$ cat src/rtl/valve_cmd_multi.sv
// Timestamped part queue driving NUM_VALVES ejector valves with fixed travel delay and pulse width.
// Optional MULTIHOT_REJECT_EN: refuse decisions with more than one valve selected and flag reject.
module valve_cmd_multi #(
  parameter int NUM_VALVES   = 2,
  parameter int DELAY_CYCLES = 1000,
  parameter int PULSE_CYCLES = 20000,
  parameter int QUEUE_DEPTH  = 8
) (
  input  logic                          clk,
  input  logic                          rst,
  input  logic                          part_ready,
  input  logic [NUM_VALVES-1:0]         valve_decision,
  input  logic                          clr_status,
  output logic [NUM_VALVES-1:0]         valve_cmd,
  output logic [$clog2(QUEUE_DEPTH):0]  queue_count,
  output logic                          busy,
  output logic                          overflow,
  output logic                          reject
);

  localparam int TS_W = $clog2(DELAY_CYCLES + 1) + 1;
  localparam int PCW  = $clog2(PULSE_CYCLES + 1);
  localparam int QW   = $clog2(QUEUE_DEPTH);
  localparam int CW   = QW + 1;
  localparam bit BYPASS = (DELAY_CYCLES == 1);
  localparam logic [TS_W-1:0] AGE_FIRE   = TS_W'(DELAY_CYCLES - 1);
  localparam logic [PCW-1:0]  PULSE_LOAD = PCW'(PULSE_CYCLES);
  localparam logic [CW-1:0]   DEPTH      = CW'(QUEUE_DEPTH);

  logic [TS_W-1:0]       r_ts;
  logic [NUM_VALVES-1:0] r_dec   [QUEUE_DEPTH];
  logic [TS_W-1:0]       r_stamp [QUEUE_DEPTH];
  logic [QW-1:0]         r_wr;
  logic [QW-1:0]         r_rd;
  logic [CW-1:0]         r_count;
  logic [PCW-1:0]        r_pcnt  [NUM_VALVES];
  logic                  r_ovf;

  logic [TS_W-1:0]       w_age;
  logic                  w_req;
  logic                  w_full;
  logic                  w_pop;
  logic                  w_push;
  logic                  w_ovf_evt;
  logic                  w_fire;
  logic [NUM_VALVES-1:0] w_fire_dec;

`ifdef MULTIHOT_REJECT_EN
  logic w_multi;
  logic w_rej_evt;
  logic r_rej;
`endif

  always_comb begin
`ifdef MULTIHOT_REJECT_EN
    w_multi   = |(valve_decision & (valve_decision - 1'b1));
    w_req     = part_ready && (valve_decision != '0) && !w_multi;
    w_rej_evt = part_ready && w_multi;
`else
    w_req     = part_ready && (valve_decision != '0);
`endif
    // Head is always the oldest entry, so only its age needs checking
    w_age      = r_ts - r_stamp[r_rd];
    w_pop      = !BYPASS && (r_count != '0) && (w_age == AGE_FIRE);
    w_full     = (r_count == DEPTH);
    w_push     = !BYPASS && w_req && (!w_full || w_pop);
    w_ovf_evt  = w_req && w_full && !w_pop;
    // A one-cycle delay leaves no room to queue: fire straight from the strobe
    w_fire     = BYPASS ? w_req : w_pop;
    w_fire_dec = BYPASS ? valve_decision : r_dec[r_rd];
  end

  // Queue payload: no reset needed, validity is tracked by the pointers
  always_ff @(posedge clk) begin
    if (w_push) begin
      r_dec[r_wr]   <= valve_decision;
      r_stamp[r_wr] <= r_ts;
    end
  end

  always_ff @(posedge clk or posedge rst) begin
    if (rst) begin
      r_ts      <= '0;
      r_wr      <= '0;
      r_rd      <= '0;
      r_count   <= '0;
      r_ovf     <= 1'b0;
      valve_cmd <= '0;
      for (int i = 0; i < NUM_VALVES; i++) r_pcnt[i] <= '0;
    end else begin
      r_ts <= r_ts + 1'b1;
      if (w_push) r_wr <= r_wr + 1'b1;
      if (w_pop)  r_rd <= r_rd + 1'b1;
      case ({w_push, w_pop})
        2'b10:   r_count <= r_count + 1'b1;
        2'b01:   r_count <= r_count - 1'b1;
        default: r_count <= r_count;
      endcase
      if (w_ovf_evt)       r_ovf <= 1'b1;
      else if (clr_status) r_ovf <= 1'b0;
      // A fire on an open valve reloads its counter, extending the pulse
      for (int i = 0; i < NUM_VALVES; i++) begin
        if (w_fire && w_fire_dec[i])  r_pcnt[i] <= PULSE_LOAD;
        else if (r_pcnt[i] != '0)     r_pcnt[i] <= r_pcnt[i] - 1'b1;
        valve_cmd[i] <= (r_pcnt[i] != '0);
      end
    end
  end

`ifdef MULTIHOT_REJECT_EN
  always_ff @(posedge clk or posedge rst) begin
    if (rst)             r_rej <= 1'b0;
    else if (w_rej_evt)  r_rej <= 1'b1;
    else if (clr_status) r_rej <= 1'b0;
  end
  assign reject = r_rej;
`else
  assign reject = 1'b0;
`endif

  assign queue_count = r_count;
  assign overflow    = r_ovf;
  assign busy        = (r_count != '0) || (|valve_cmd);

endmodule

$ cat config.mk
export PLATFORM = sky130hd
export DESIGN_NAME = valve_cmd_multi
export DESIGN_NICKNAME = d
export VERILOG_FILES = /design/src/rtl/valve_cmd_multi.sv
export SDC_FILE = /design/constraint.sdc
export NUM_CORES = 1
export LEC_CHECK = 0
export CAP_MARGIN = 20
export CORE_ASPECT_RATIO = 0.6
export CORE_MARGIN = 3
export CORE_UTILIZATION = 40
export CTS_BUF_LIST = sky130_fd_sc_hd__clkbuf_4 sky130_fd_sc_hd__clkbuf_8
export CTS_CLUSTER_DIAMETER = 100
export DETAILED_ROUTE_END_ITERATION = 10
export DONT_BUFFER_PORTS = 1
export GPL_TIMING_DRIVEN = 0
export SLEW_MARGIN = 10
export SYNTH_ARGS = -nofsm -noshare
export SYNTH_HDL_FRONTEND = slang
export SYNTH_SLANG_ARGS = --single-unit
$ cat constraint.sdc
create_clock -name clk -period 19.3 [get_ports clk]
set_clock_uncertainty 0.15 [all_clocks]
set_input_delay 1.93 -clock clk [delete_from_list [all_inputs] [get_ports clk]]
set_output_delay 1.93 -clock clk [all_outputs]
set_load 0.02 [all_outputs]
==> run summary, run 1 <==
Clock Sinks: 158
predominant post-synthesis flop cell: edfxtp_1
initial antenna violation count: 0
Reg2Reg Depth: 17
Slew Viols, Final: 0
PortBufs: 0
Hold WS: 351 ps
startpoint types: register
drt pass-1 iters: 5
Final HPWL DP: 10.7 mm
share of cells above drive strength 1: 0.178
Horiz. Die Dim: 177 um
hold_sp: r_pcnt[14]
crit path max fanout: 10
RSZ-0062 raised after global routing: false
area leader, netlist: edfxtp_1
Post-Syn Nets: 506
Slew headroom: 0.317
Hold WC Path Type: register to register
routed length per placed instance: 19.4 um
Yosys reg bits: 158
number of synthesized flops with an enable pin: 104
Worst setup EP type: register
power per cell area: 116 nW/um^2
Min Clock Period, post-route: 6200 ps
Initial Utilization: 0.421
async set-or-reset flop fraction in the synthesized netlist: 0.342
first-pass GRT wire length: 23.3 mm
die area: 19300 um^2
RR Startpoint: r_rd[0]
Vias: 4086
status: completed
Detail Route Antenna Nets: 0
largest net degree at the start of global routing: 32
Hold Crit Depth: 1
most common cell after layout, fill and taps aside: edfxtp_1
Clock Tree Buf Depth: 2
worst slew pin tran: 1020 ps
Reg2Reg Capture Point: r_stamp[1][6]
Crit Path Class: register to register
final hold violations: 0
leakage power: 2.86 nW
area grow syn2layout: 13.2%
Synth area leaders: edfxtp_1, dfrtp_1, mux4_2
Reg clk slew, reported paths: 80 ps
Warnings, synthesis: 0
routability congestion estimate: 0.756
routed wire length: 14.7 mm
R2R setup slack: 13100 ps
Inst Count DP: 722
final period utilization: 0.321
cell count after synthesis: 481
I/O Pins: 15
vias in the first global route: 4032
Synth Cell Area: 7050 um^2
Total GRT Usage: 0.164
CTS-repair resized insts: 0
core area: 16800 um^2
Worst Path Arrival: 6210 ps
Setup violations, final: 0
Num CTS Buffers: 17
fmax: 161 MHz
# DRC: 0
PnR worst setup slack: 13100 ps
sequential-to-total area share from yosys stat: 0.634
# rows: 36
Critical Path RT: 19310 ps
worst hold endpoint: r_pcnt[14]
Post-CTS Setup Bufs: 0
most frequent cells in the layout: edfxtp_1, dfrtp_1, nor2_1, xnor2_1, mux4_2
post-synth top area share: 0.443
Starting DRT DRC Count: 294
Post-Place Setup Slack: 12620 ps
Final Non-Filler Cells: 756
H-tree Lvls: 4
GR Overflow Total: 0
maximum vdd ir drop: 0.0518 mV
# diodes: 0
clock root buffer: clkbuf_8
synth unique cells: 60
Final nets: 540
die height: 109 um
Post-CTS Hold Buffers: 0
DR vias/cell: 5.40
Crit. Startpoint: r_rd[0]
Syn Area/Cell: 14.7 um^2
clock latency on the worst-skew pair: 440 ps
TNS Setup: 0 ps
CTS tree: done
# Max-Cap Violations: 0
synth_stat cells, drive strengths merged, types with 3 or more instances:
cell,count
edfxtp,104
dfrtp,54
nor2,37
xnor2,30
mux4,26
nand2,19
ha,17
o21ai,17
inv,16
a21oi,13
mux2i,13
nor3,12
nor4,12
buf,11
xor2,10
nand3,9
or3,7
clkbuf,6
o21a,6
nand4,5
and3,4
o211ai,4
or4,4
a21o,3
mux2,3
nand3b,3
nor2b,3
nor4b,3
sequential cells by signal (all words and copies together), names as in the netlist:
name	count
overflow	1
r_dec	16
r_pcnt	30
r_ts	11
valve_cmd	2
r_rd	3
queue_count	4
r_wr	3
r_stamp	88
layout make-up:
cell class	instances	area, um^2
fill	1445	8770
sequential	158	4470
clock buffer	18	248
timing repair buffer	15	148
multi-input combinational	290	2490
clock inverter	14	200
inverter	16	60.1
tap	228	285
buffer	17	78.8
logic make-up after synthesis:
group,count (synthesis),synth area share
DFF,158,0.634
and+or+nand+nor,127,0.0951
AOI/OAI and AO/OA,61,0.0585
muxes,42,0.106
xor gates and xnor gates,40,0.0497
buffers and inverters,33,0.0197
adders and majority gates,19,0.0358
other,1,0.000532
layer usage:
metal | GRT usage | vias up | share of wire
li1 | - | 1901 | -
met1 | 0.267 | 2070 | 0.53
met2 | 0.215 | 106 | 0.40
met3 | 0.0362 | 9 | 0.056
met4 | 0.0487 | 0 | 0.0088
met5 | 0 | - | 0
worst max-delay path, cell delays in order (launching register included):
cell and delay, ps:
dfrtp_1 360, clkbuf_1 480, buf_1 430, mux4_2 580, mux2_2 290, ha_1 240
fa_1 440, xor2_1 180, a2111oi_0 340, o311a_1 240, o21ai_0 110, nor4_2 350
and4_1 260, buf_6 150, o21ai_4 140, nor4b_2 710, buf_4 290, buf_4 180
worst max-delay path by stage:
stage,slack [ps],cells past startpoint,end
3_3_place_gp,10600,15,r_dec[2][0]
3_5_place_dp,12620,17,r_stamp[1][1]
2_1_floorplan,13010,15,r_dec[4][0]
4_1_cts,12570,17,r_stamp[1][1]
6_report,13100,17,r_stamp[1][6]
5_1_grt,12630,20,queue_count[3]
per-stage QoR:
| stage | total power, mW | util | area [um^2] |
|---|---|---|---|
| 2_1_floorplan | 0.599 | - | 7050 |
| 4_1_cts | 0.937 | 0.475 | 7960 |
| 5_1_grt | 0.985 | 0.476 | 7980 |
| 3_3_place_gp | 0.638 | 0.438 | 7340 |
| 3_5_place_dp | 0.663 | 0.448 | 7510 |
| 6_report | 0.930 | 0.476 | 7980 |
power by group:
group / switching [mW] / internal [mW] / leakage (nW) / total, mW
clock: 0.127 / 0.147 / 0.230 / 0.275
sequential: 0.0487 / 0.422 / 1.62 / 0.471
combinational: 0.105 / 0.0799 / 1.01 / 0.185
total: 0.281 / 0.649 / 2.86 / 0.930
(Power assumes the default switching activity.)
==> run 2, diff against run 1 <==
- clock period: 19.3 -> 5.95 ns (I/O delays scaled with it)
==> run summary, run 2 (synthesis gave the netlist of run 1 again) <==
Reg with most FFs: r_stamp (unchanged)
Vias: 4129 (was 4086)
Horiz. Die Dim: 177 um (unchanged)
Worst Path Arrival: 5840 ps (was 6210 ps)
core area: 16800 um^2 (unchanged)
Final Non-Filler Cells: 757 (was 756)
CTS tree: done (unchanged)
Inst Count DP: 722 (unchanged)
power per cell area: 371 nW/um^2 (was 116 nW/um^2)
routed wire length: 14.8 mm (was 14.7 mm)
die height: 109 um (unchanged)
DR vias/cell: 5.45 (was 5.40)
Min Clock Period, post-route: 5640 ps (was 6200 ps)
# diodes: 0 (unchanged)
Reg clk slew, reported paths: 100 ps (was 80 ps)
share of cells above drive strength 1: 0.193 (was 0.178)
startpoint types: register (unchanged)
post-layout util: 0.478 (was 0.476)
largest net degree at the start of global routing: 30 (was 32)
initial antenna violation count: 0 (unchanged)
Setup violations, final: 0 (unchanged)
I/O Pins: 15 (unchanged)
routed length per placed instance: 19.5 um (was 19.4 um)
design area: 8010 um^2 (was 7980 um^2)
routability congestion estimate: 0.799 (was 0.756)
final period utilization: 0.947 (was 0.321)
Clock Sinks: 158 (unchanged)
Initial Utilization: 0.421 (unchanged)
H-tree Lvls: 4 (unchanged)
first-pass GRT wire length: 23.8 mm (was 23.3 mm)
status: completed (unchanged)
most frequent cells in the layout: edfxtp_1, dfrtp_1, nor2_1, xnor2_1, mux4_2 (unchanged)
total power: 2.97 mW (was 0.930 mW)
worst slew pin tran: 783 ps (was 1020 ps)
PortBufs: 0 (unchanged)
Crit Path Class: register to register (unchanged)
Final nets: 541 (was 540)
vias in the first global route: 4108 (was 4032)
most common cell after layout, fill and taps aside: edfxtp_1 (unchanged)
# rows: 36 (unchanged)
Critical Path RT: 6150 ps (was 19310 ps)
Detail Route Antenna Nets: 0 (unchanged)
R2R setup slack: 310 ps (was 13100 ps)
Slew Viols, Final: 0 (unchanged)
crit path max fanout: 10 (unchanged)
Worst setup EP type: register (unchanged)
number of flip-flops in the largest register: 88 (unchanged)
Total GRT Usage: 0.166 (was 0.164)
drt pass-1 iters: 5 (unchanged)
area grow syn2layout: 13.6% (was 13.2%)
final hold violations: 0 (unchanged)
PnR worst setup slack: 313 ps (was 13100 ps)
post-place instance area: 7540 um^2 (was 7510 um^2)
# DRC: 0 (unchanged)
Clock Tree Buf Depth: 2 (unchanged)
Post-Place Setup Slack: -796 ps (was 12620 ps)
clock root buffer: clkbuf_8 (unchanged)
Slew headroom: 0.473 (was 0.317)
Hold WS: 92.7 ps (was 351 ps)
Hold WC Path Type: input pin to register (was register to register)
fmax: 177 MHz (was 161 MHz)
GR Overflow Total: 0 (unchanged)
clock latency on the worst-skew pair: 440 ps (about the same)
maximum vdd ir drop: 0.164 mV (was 0.0518 mV)
TNS Setup: 0 ps (unchanged)
biggest regs: r_stamp x88, r_pcnt x30, r_dec x16 (unchanged)
Starting DRT DRC Count: 349 (was 294)
# Max-Cap Violations: 0 (unchanged)
Num CTS Buffers: 17 (unchanged)
leakage power: 2.88 nW (was 2.86 nW)
die area: 19300 um^2 (unchanged)
Final HPWL DP: 10.4 mm (was 10.7 mm)
-- run 2: changes by cell type in the layout (fill, tap and decap cells not counted), moves of 2 or more --
cell / delta
buf_8: +2
clkbuf_4: +3
buf_1: -2
bufinv_16: -2
clkbuf_2: +3
clkbuf_1: -4
clkinv_2: -2
-- run 2: area by class of cell --
type | count | area [um^2]
Buffer | 17 | 97.6
Clock buffer | 19 | 255
Clock inverter | 13 | 169
Fill cell | 1452 | 8750
Inverter | 16 | 60.1
Multi-Input combinational cell | 290 | 2500
Sequential cell | 158 | 4470
Tap cell | 228 | 285
Timing Repair Buffer | 16 | 165
-- run 2: what timing repair did --
| action | 4_1_cts | 5_1_grt |
|---|---|---|
| endpoints found under the hold margin | 25 | 0 |
| pin swaps | 0 | 1 |
| setup endpoints to repair | 107 | 38 |
| buffers inserted | 0 | 2 |
| gates resized for setup | 9 | 14 |
| hold buffers | 1 | 0 |
-- run 2: critical path, stage by stage, from the launching register on --
cell       delay [ps]
dfrtp_1           360
buf_2             280
clkbuf_2          400
mux4_2            380
mux2_2            280
ha_1              240
fa_1              420
xor2_1            170
a2111oi_1         320
o311a_1           220
o21ai_0            90
nor4_2            260
buf_4             160
nand4_1           220
nand2b_1          270
inv_1             160
ha_1              240
a21o_1            190
a21oi_2           200
nand2_1            90
or3_1             350
o211ai_1          100
-- run 2: power by group --
group          switching, mW  total, mW  leakage (nW)  internal [mW]
logic                  0.344      0.610          1.04          0.266
registers              0.152       1.52          1.62           1.37
clock network          0.435      0.844         0.219          0.409
-- run 2: worst paths after layout --
path	end	start	cells after the start
max in group asynchronous	r_ts[9]	rst	3
hold / removal	r_dec[2][1]	valve_decision[1]	0
min in group asynchronous	r_pcnt[20]	rst	2
hold reg to reg	r_pcnt[14]	r_pcnt[14]	1
setup reg to reg	queue_count[3]	r_rd[1]	21
setup / recovery	queue_count[3]	r_rd[1]	21
-- run 2: routing by layer --
metal	global-route usage	wire length [um]
met1	0.264	7640
met2	0.228	6070
met3	0.0407	953
met4	0.0336	120
met5	0	0
==> run 3, diff against run 2 <==
- CAP_MARGIN: 20 -> 5
- CORE_MARGIN: 3 -> 2
==> run summary, run 3 (synthesis gave the netlist of run 1 again) <==
status: completed (unchanged)
crit path max fanout: 10 (unchanged)
Clock Sinks: 158 (unchanged)
Reg with most FFs: r_stamp (unchanged)
CTS tree: done (unchanged)
Clock Tree Buf Depth: 2 (unchanged)
Internal: 2.00 mW (was 2.04 mW)
biggest regs: r_stamp x88, r_pcnt x30, r_dec x16 (unchanged)
clock latency on the worst-skew pair: 430 ps (was 440 ps)
routed wire length: 15.0 mm (was 14.8 mm)
PnR worst setup slack: 336 ps (was 313 ps)
worst hold endpoint: r_dec[4][0] (was r_dec[2][1])
area grow syn2layout: 12.7% (was 13.6%)
clock power share: 0.260 (was 0.284)
H-tree Lvls: 4 (unchanged)
worst slew pin tran: 839 ps (was 783 ps)
Reg2Reg Capture Point: r_stamp[2][5] (was queue_count[3])
die area: 18700 um^2 (was 19300 um^2)
Critical Path RT: 5930 ps (was 6150 ps)
Post-CTS Setup Bufs: 0 (unchanged)
initial antenna violation count: 0 (unchanged)
leakage power: 2.85 nW (was 2.88 nW)
Seq pwr share: 0.526 (was 0.511)
Post-Place Setup Slack: -840 ps (was -796 ps)
final period utilization: 0.944 (was 0.947)
post-layout util: 0.462 (was 0.478)
Slew headroom: 0.439 (was 0.473)
Worst setup EP type: register (unchanged)
hold_sp: valve_decision[0] (was valve_decision[1])
Vias: 4140 (was 4129)
drt pass-1 iters: 5 (unchanged)
power per cell area: 364 nW/um^2 (was 371 nW/um^2)
Final nets: 538 (was 541)
Slew Viols, Final: 0 (unchanged)
final hold violations: 0 (unchanged)
RR Startpoint: r_rd[0] (was r_rd[1])
maximum vdd ir drop: 0.142 mV (was 0.164 mV)
Fillers: 1517 (was 1452)
Final HPWL DP: 10.8 mm (was 10.4 mm)
Sw Share: 0.310 (was 0.313)
Setup violations, final: 0 (unchanged)
PortBufs: 0 (unchanged)
# diodes: 0 (unchanged)
# rows: 37 (was 36)
most common cell after layout, fill and taps aside: edfxtp_1 (unchanged)
# DRC: 0 (unchanged)
fmax: 178 MHz (was 177 MHz)
Reg clk slew, reported paths: 90 ps (was 100 ps)
core area: 17200 um^2 (was 16800 um^2)
routability congestion estimate: 0.855 (was 0.799)
I/O Pins: 15 (unchanged)
number of flip-flops in the largest register: 88 (unchanged)
first-pass GRT wire length: 23.9 mm (was 23.8 mm)
GR Overflow Total: 0 (unchanged)
startpoint types: register (unchanged)
total power: 2.90 mW (was 2.97 mW)
Crit Path Class: register to register (unchanged)
Hold WC Path Type: input pin to register (unchanged)
Reg2Reg Depth: 16 (was 21)
R2R setup slack: 340 ps (was 310 ps)
Hold Crit Depth: 0 (unchanged)
Starting DRT DRC Count: 354 (was 349)
Logic pwr share: 0.214 (was 0.205)
Worst Path Arrival: 5600 ps (was 5840 ps)
most frequent cells in the layout: edfxtp_1, dfrtp_1, nor2_1, xnor2_1, mux4_2 (unchanged)
Final Non-Filler Cells: 760 (was 757)
DR vias/cell: 5.45 (about the same)
Min Clock Period, post-route: 5610 ps (was 5640 ps)
Total GRT Usage: 0.173 (was 0.166)
NetSw: 0.898 mW (was 0.931 mW)
# Max-Cap Violations: 0 (unchanged)
largest net degree at the start of global routing: 29 (was 30)
vias in the first global route: 4148 (was 4108)
share of cells above drive strength 1: 0.186 (was 0.193)
Initial Utilization: 0.410 (was 0.421)
die height: 107 um (was 109 um)
Horiz. Die Dim: 175 um (was 177 um)
routed length per placed instance: 19.8 um (was 19.5 um)
Detail Route Antenna Nets: 0 (unchanged)
Inst Count DP: 727 (was 722)
Num CTS Buffers: 17 (unchanged)
clock root buffer: clkbuf_8 (unchanged)
[run 3: worst max-delay path: stages, from the launching register on]
cell	delay (ps)
dfrtp_1	360
clkbuf_4	250
buf_6	240
mux4_2	530
mux2_2	280
ha_1	240
fa_1	410
xor2_1	180
a2111oi_1	320
o311a_1	230
o21ai_0	130
nor4_4	380
and4_1	270
buf_6	150
o21ai_4	150
nor4b_2	740
buf_4	300
[run 3: routing by layer]
metal | share of wire | GRT usage | vias to the layer above
li1 | - | - | 1904
met1 | 0.52 | 0.275 | 2120
met2 | 0.41 | 0.234 | 109
met3 | 0.063 | 0.0461 | 7
met4 | 0.0066 | 0.0378 | 0
met5 | 0 | 0 | -
[run 3: power groups by stage]
stage	Combinational (mW)	Clock (mW)	Sequential, mW
floorplan	0.435	0	1.51
global placement	0.534	0	1.54
detailed placement	0.616	0	1.54
CTS	0.623	0.770	1.52
global route	0.697	0.819	1.55
finish	0.619	0.753	1.52
[run 3: metrics by stage]
step           TNS (ps)  hold slack [ps]  instance area, um^2
6_report              0              105                 7950
2_1_floorplan    -12790              300                 7060
3_3_place_gp    -220320              313                 7350
5_1_grt           -60.6             68.6                 7950
3_5_place_dp     -63610              327                 7530
4_1_cts               0             85.0                 7930
[run 3: how the worst max path moves through the flow]
stage,start,end
2_1_floorplan,r_rd[0],r_dec[1][0]
3_3_place_gp,r_rd[0],r_stamp[2][2]
3_5_place_dp,r_rd[0],r_stamp[6][2]
4_1_cts,r_rd[0],queue_count[3]
5_1_grt,r_rd[0],queue_count[3]
6_report,r_rd[0],r_stamp[2][5]
[run 3: layout make-up]
| type | count | area [um^2] | area share |
|---|---|---|---|
| Tap cell | 234 | 293 | 0.0368 |
| Timing Repair Buffer | 13 | 135 | 0.0170 |
| Multi-Input combinational cell | 290 | 2510 | 0.316 |
| Buffer | 17 | 100 | 0.0126 |
| Clock inverter | 10 | 90.1 | 0.0113 |
| Clock buffer | 22 | 284 | 0.0357 |
| Sequential cell | 158 | 4470 | 0.563 |
| Inverter | 16 | 60.1 | 0.00755 |
[run 3: timing repair]
item                                    4_1_cts  5_1_grt
endpoints found under the hold margin        26        0
endpoints found under the setup margin      127       78
pin swaps                                     0        0
hold buffers                                  1        0
cloned                                        0        0
resized for setup                            10       15
